**src/rtl/seg_store_ctrl.sv**
```systemverilog
// Segment store controller: block-copies words between local working memory and the backing store
// for SAVE/LOAD commands. Optional XOR transfer checksum enabled by defining STORE_CHECKSUM_EN.
module seg_store_ctrl #(
  parameter int unsigned DATA_W = 16,
  parameter int unsigned SEG_W  = 8,
  parameter int unsigned OFF_W  = 4
) (
  input  logic                   CLK,
  input  logic                   RESET,
  input  logic                   store_write,
  input  logic                   store_read,
  input  logic [SEG_W-1:0]       SA,
  input  logic [SEG_W-1:0]       SB,
  input  logic [SEG_W-1:0]       SC,
  output logic                   store_busy,
  output logic [SEG_W+OFF_W-1:0] loc_addr,
  output logic                   loc_we,
  output logic [DATA_W-1:0]      loc_wdata,
  input  logic [DATA_W-1:0]      loc_rdata,
  output logic                   bk_req,
  output logic                   bk_we,
  output logic [SEG_W+OFF_W-1:0] bk_addr,
  output logic [DATA_W-1:0]      bk_wdata,
  input  logic [DATA_W-1:0]      bk_rdata,
  input  logic                   bk_ack,
  output logic [DATA_W-1:0]      chk
);

  localparam int unsigned CntW = OFF_W + 1;
  localparam logic [CntW-1:0]  SegWords   = CntW'(2 ** OFF_W);
  localparam logic [SEG_W-1:0] SegWordsSc = SEG_W'(2 ** OFF_W);

  typedef enum logic [2:0] {
    StIdle, StLRd, StLWait, StBWr, StBRd, StLWr, StDone
  } state_e;

  state_e            r_state, w_state_d;
  logic [SEG_W-1:0]  r_sa, r_sb;
  logic [CntW-1:0]   r_n, r_cnt;
  logic [DATA_W-1:0] r_data_q;

  logic              w_cmd, w_start, w_last;
  logic [CntW-1:0]   w_n_in;

  assign w_cmd   = store_write | store_read;
  assign w_start = (r_state == StIdle) && w_cmd;
  // Counter is one bit wider than the offset so a full segment never wraps.
  assign w_n_in  = (SC >= SegWordsSc) ? SegWords : SC[CntW-1:0];
  assign w_last  = (r_cnt + CntW'(1)) == r_n;

  assign loc_addr  = {r_sa, r_cnt[OFF_W-1:0]};
  assign bk_addr   = {r_sb, r_cnt[OFF_W-1:0]};
  assign loc_wdata = r_data_q;
  assign bk_wdata  = r_data_q;

  always_ff @(posedge CLK or negedge RESET) begin
    if (!RESET) begin
      r_state <= StIdle;
    end else begin
      r_state <= w_state_d;
    end
  end

  always_comb begin
    w_state_d = r_state;
    case (r_state)
      StIdle: begin
        if (w_cmd) begin
          if (w_n_in == '0)     w_state_d = StDone;
          else if (store_write) w_state_d = StLRd;
          else                  w_state_d = StBRd;
        end
      end
      StLRd:   w_state_d = StLWait;
      StLWait: w_state_d = StBWr;
      StBWr:   if (bk_ack) w_state_d = w_last ? StDone : StLRd;
      StBRd:   if (bk_ack) w_state_d = StLWr;
      StLWr:   w_state_d = w_last ? StDone : StBRd;
      StDone:  w_state_d = StIdle;
      default: w_state_d = StIdle;
    endcase
  end

  always_comb begin
    store_busy = 1'b0;
    loc_we     = 1'b0;
    bk_req     = 1'b0;
    bk_we      = 1'b0;
    case (r_state)
      StIdle:         store_busy = w_cmd;
      StLRd, StLWait: store_busy = 1'b1;
      StBWr: begin
        store_busy = 1'b1;
        bk_req     = 1'b1;
        bk_we      = 1'b1;
      end
      StBRd: begin
        store_busy = 1'b1;
        bk_req     = 1'b1;
      end
      StLWr: begin
        store_busy = 1'b1;
        loc_we     = 1'b1;
      end
      default: ;
    endcase
  end

  always_ff @(posedge CLK or negedge RESET) begin
    if (!RESET) begin
      r_sa     <= '0;
      r_sb     <= '0;
      r_n      <= '0;
      r_cnt    <= '0;
      r_data_q <= '0;
    end else if (w_start) begin
      r_sa  <= SA;
      r_sb  <= SB;
      r_n   <= w_n_in;
      r_cnt <= '0;
    end else begin
      case (r_state)
        StLWait: r_data_q <= loc_rdata;
        StBWr:   if (bk_ack && !w_last) r_cnt <= r_cnt + CntW'(1);
        StBRd:   if (bk_ack) r_data_q <= bk_rdata;
        StLWr:   if (!w_last) r_cnt <= r_cnt + CntW'(1);
        default: ;
      endcase
    end
  end

`ifdef STORE_CHECKSUM_EN
  logic [DATA_W-1:0] r_chk;

  always_ff @(posedge CLK or negedge RESET) begin
    if (!RESET) begin
      r_chk <= '0;
    end else if (w_start) begin
      r_chk <= '0;
    end else if (((r_state == StBWr) && bk_ack) || (r_state == StLWr)) begin
      r_chk <= r_chk ^ r_data_q;
    end
  end

  assign chk = r_chk;
`else
  assign chk = '0;
`endif

endmodule

```
**config.mk**
```make
export PLATFORM = sky130hd
export DESIGN_NAME = seg_store_ctrl
export DESIGN_NICKNAME = d
export VERILOG_FILES = /design/src/rtl/seg_store_ctrl.sv
export SDC_FILE = /design/constraint.sdc
export NUM_CORES = 1
export LEC_CHECK = 0
export CORE_MARGIN = 2
export CORE_UTILIZATION = 39
export DETAILED_ROUTE_END_ITERATION = 12
export GPL_TIMING_DRIVEN = 0
export PLACE_DENSITY = 0.82
export REMOVE_ABC_BUFFERS = 1
export SLEW_MARGIN = 20
export SYNTH_ARGS = -nofsm -noshare
export SYNTH_HDL_FRONTEND = slang
export SYNTH_SLANG_ARGS = --single-unit
```
**constraint.sdc**
```tcl
create_clock -name CLK -period 2.4 [get_ports CLK]
set_clock_uncertainty 0.1 [all_clocks]
set_input_delay 0.24 -clock CLK [delete_from_list [all_inputs] [get_ports CLK]]
set_output_delay 0.24 -clock CLK [all_outputs]
set_load 0.02 [all_outputs]
```
==> results.md <==
* Status: completed
* Predominant post-synthesis flop cell: dfrtp_1
* Post-route ant nets at 0
* Critical path type: reg2out
* Drt initial violations at 127
* Buffers on Ports at 120
* Top cell type by total area after synthesis: dfrtp_1
* Register-to-Register Setup Slack at 0.35 ns
* Filler cells at 569
* Routed WL per cell at 13.2 µm
* Die Ht at 84.1 µm
* I/O pin count at 137
* TNS Setup at 0 ns
* Dpl hpwl at 4.45 mm
* Top cells by count, synth: nand2_1, dfrtp_1, buf_4
* Total Wirelength at 5.94 mm
* Req. time, crit path at 2.06 ns
* RSZ-0062 raised after global routing: no
* Biggest cell delay along the critical path at 0.61 ns
* Total gr overflow at 0
* Mapped cell area at 2500 µm²
* Post-synth top area share at 45.0%
* Critical Path Sink Type: output port
* Reg clk slew, reported paths at 0.09 ns
* Final Hold Fails at 0
* Max_cap viols at 0
* Final Cycle Share at 94.0%
* Critical Path Source Type: flip-flop
* Most common cell in the netlist: nand2_1
* Post-synthesis async set-or-reset flop share at 100%
* Post-route insts no fill at 449
* CTS root buf: clkbuf_8
* Largest driver fanout on the critical path at 8
* Mapped Cells at 275
* Yosys cell types at 37
* Number of enable flip-flop cells after synthesis at 0
* Largest net degree at the start of global routing at 33
* Fraction of layout cells with a size suffix above 1 at 6.72%
* Drt pass-1 iters at 4
* Final instance area at 3660 µm²
* Cell depth of the worst flop-to-flop path at 6
* Die X at 84.1 µm
* Yosys warns at 0
* Overall power at 4.56 mW
* Antenna fix cells at 0
* Vias/cell at 4.70
* Core area at 6280 µm²
* CTS H-tree depth at 2
* Clock Path Buffers at 2
* Peak supply drop at 0.656 mV
* Final Net Count at 433
* Placed Area at 3510 µm²
* Layout area overhead at 46.0%
* Gr usage total at 16.6%
* Worst-Margin Slew at 0.664 ns
* Yosys reg bits at 45
* GPL Wtd Cong at 0.720
* Post-synthesis sequential area ratio at 45.0%
* Initial Utilization at 39.9%
* Post-synthesis area per instance at 9.11 µm²
* Final Slew Violations at 0
* Initial antenna violation count at 0
* Num CTS Buffers at 5
* Sinks on Clock Net at 45
* Dpl cells at 436
* Final setup vio count at 0
* R2R Path End: r_cnt[0]
* Highest Clock Rate at 0.443 GHz
* Period minus WS final at 2.26 ns
* Die area at 7080 µm²
* CTS tree: yes
* Critical path arrival at 1.92 ns
* Via count of the routed design at 2110
* Synth top area cells: dfrtp_1, buf_4, nand2_1
* Crit-path cells: buf_4 > and2b_4 > inv_1 > nand2_1 > clkdlybuf4s50_1
* Crit Reg-Reg Startpoint: r_cnt[0]
* Worst skew pair latency at 0.29 ns
* FP Rows at 29
* Leakage power at 1.60 nW
* P per Cell Area at 1250 nW/µm²
* Worst hold path class: in2async
* First-pass GRT wire length at 9.60 mm
* Slowest CP cell: clkdlybuf4s50_1
* Max_slew headroom at 55.5%
* Vias in the first global route at 2083
* Residual DRC at 0
sequential cells by signal, summed over array words and instances (netlist names):
register,flops
r_sb,8
r_cnt,5
bk_wdata,16
r_n,5
r_sa,8
r_state,3
worst max path at each step:
stage                      from         end  slack (ns)  cells after the start
global placement    store_write  store_busy       -2.10                      4
finish               r_state[0]      bk_req        0.14                      5
CTS                  r_state[1]       bk_we        0.03                      4
global route         r_state[2]      bk_req        0.04                      5
floorplan           store_write  store_busy       -0.45                      2
detailed placement   r_state[2]      bk_req       -0.28                      5
area by class of cell:
class | instances | area, µm² | area share [%]
clock buffer | 6 | 72.6 | 1.98
clock inverter | 2 | 15.0 | 0.411
inverter | 3 | 11.3 | 0.308
multi-input combinational | 191 | 1080 | 29.6
sequential | 45 | 1130 | 30.9
tap | 77 | 96.3 | 2.63
timing repair buffer | 125 | 1250 | 34.2
cells by family after synthesis:
family | after synthesis | share of synthesized area, %
adder cells (fa/ha/maj) | 1 | 0.499
XOR/XNOR | 8 | 3.35
buffers and inverters | 55 | 15.5
flip-flops | 45 | 45.0
other | 1 | 0.150
AND/OR/NAND/NOR | 111 | 19.3
AO/OA/AOI/OAI | 35 | 8.59
multiplexers | 19 | 7.59
critical path, delay by kind of cell, from the launching register on:
family | cells | cell delay [ns]
buffers and inverters | 3 | 0.83
flip-flops | 1 | 0.48
AND/OR/NAND/NOR | 2 | 0.30
what timing repair did:
item	in CTS	in global routing
gates cloned	1	0
hold endpoints to repair	20	0
setup endpoints to repair	3	2
setup buffers	1	2
gates resized for setup	5	3
hold buffers	1	0
per-stage QoR:
stage               hold WS, ns  util (%)  setup slack [ns]
floorplan                -0.156         -            -0.448
global placement          0.359      55.5             -2.10
detailed placement        0.129      55.9            -0.276
CTS                       0.338      57.8            0.0313
global route              0.350      58.3            0.0364
finish                    0.347      58.3             0.145
routing by layer:
layer  up-vias  track usage, %  share of wire (%)
met4         0            3.37               0.71
li1       1035               -                  -
met3         5            5.01                5.8
met1      1006            18.5                 38
met2        64            31.0                 55
met5         -               0                  0
layout by cell type (no fill, tap or decap), types with 2 or more instances in the layout:
cell / instances
a21oi_1: 18
and2_1: 2
buf_4: 3
clkbuf_8: 5
clkdlybuf4s50_1: 117
clkinvlp_4: 2
conb_1: 16
dfrtp_1: 42
dfrtp_2: 3
inv_1: 3
mux2i_1: 19
nand2_1: 70
nand2b_1: 2
nand3_1: 5
nor2_1: 21
nor2b_2: 2
o211ai_1: 2
o21ai_0: 8
xnor2_1: 4
xor2_1: 3
power by group:
group	internal [mW]	switching, mW
clock network	0.205	0.260
registers	1.09	0.278
logic	1.27	1.45
total	2.57	1.99
(Power assumes the default switching activity.)
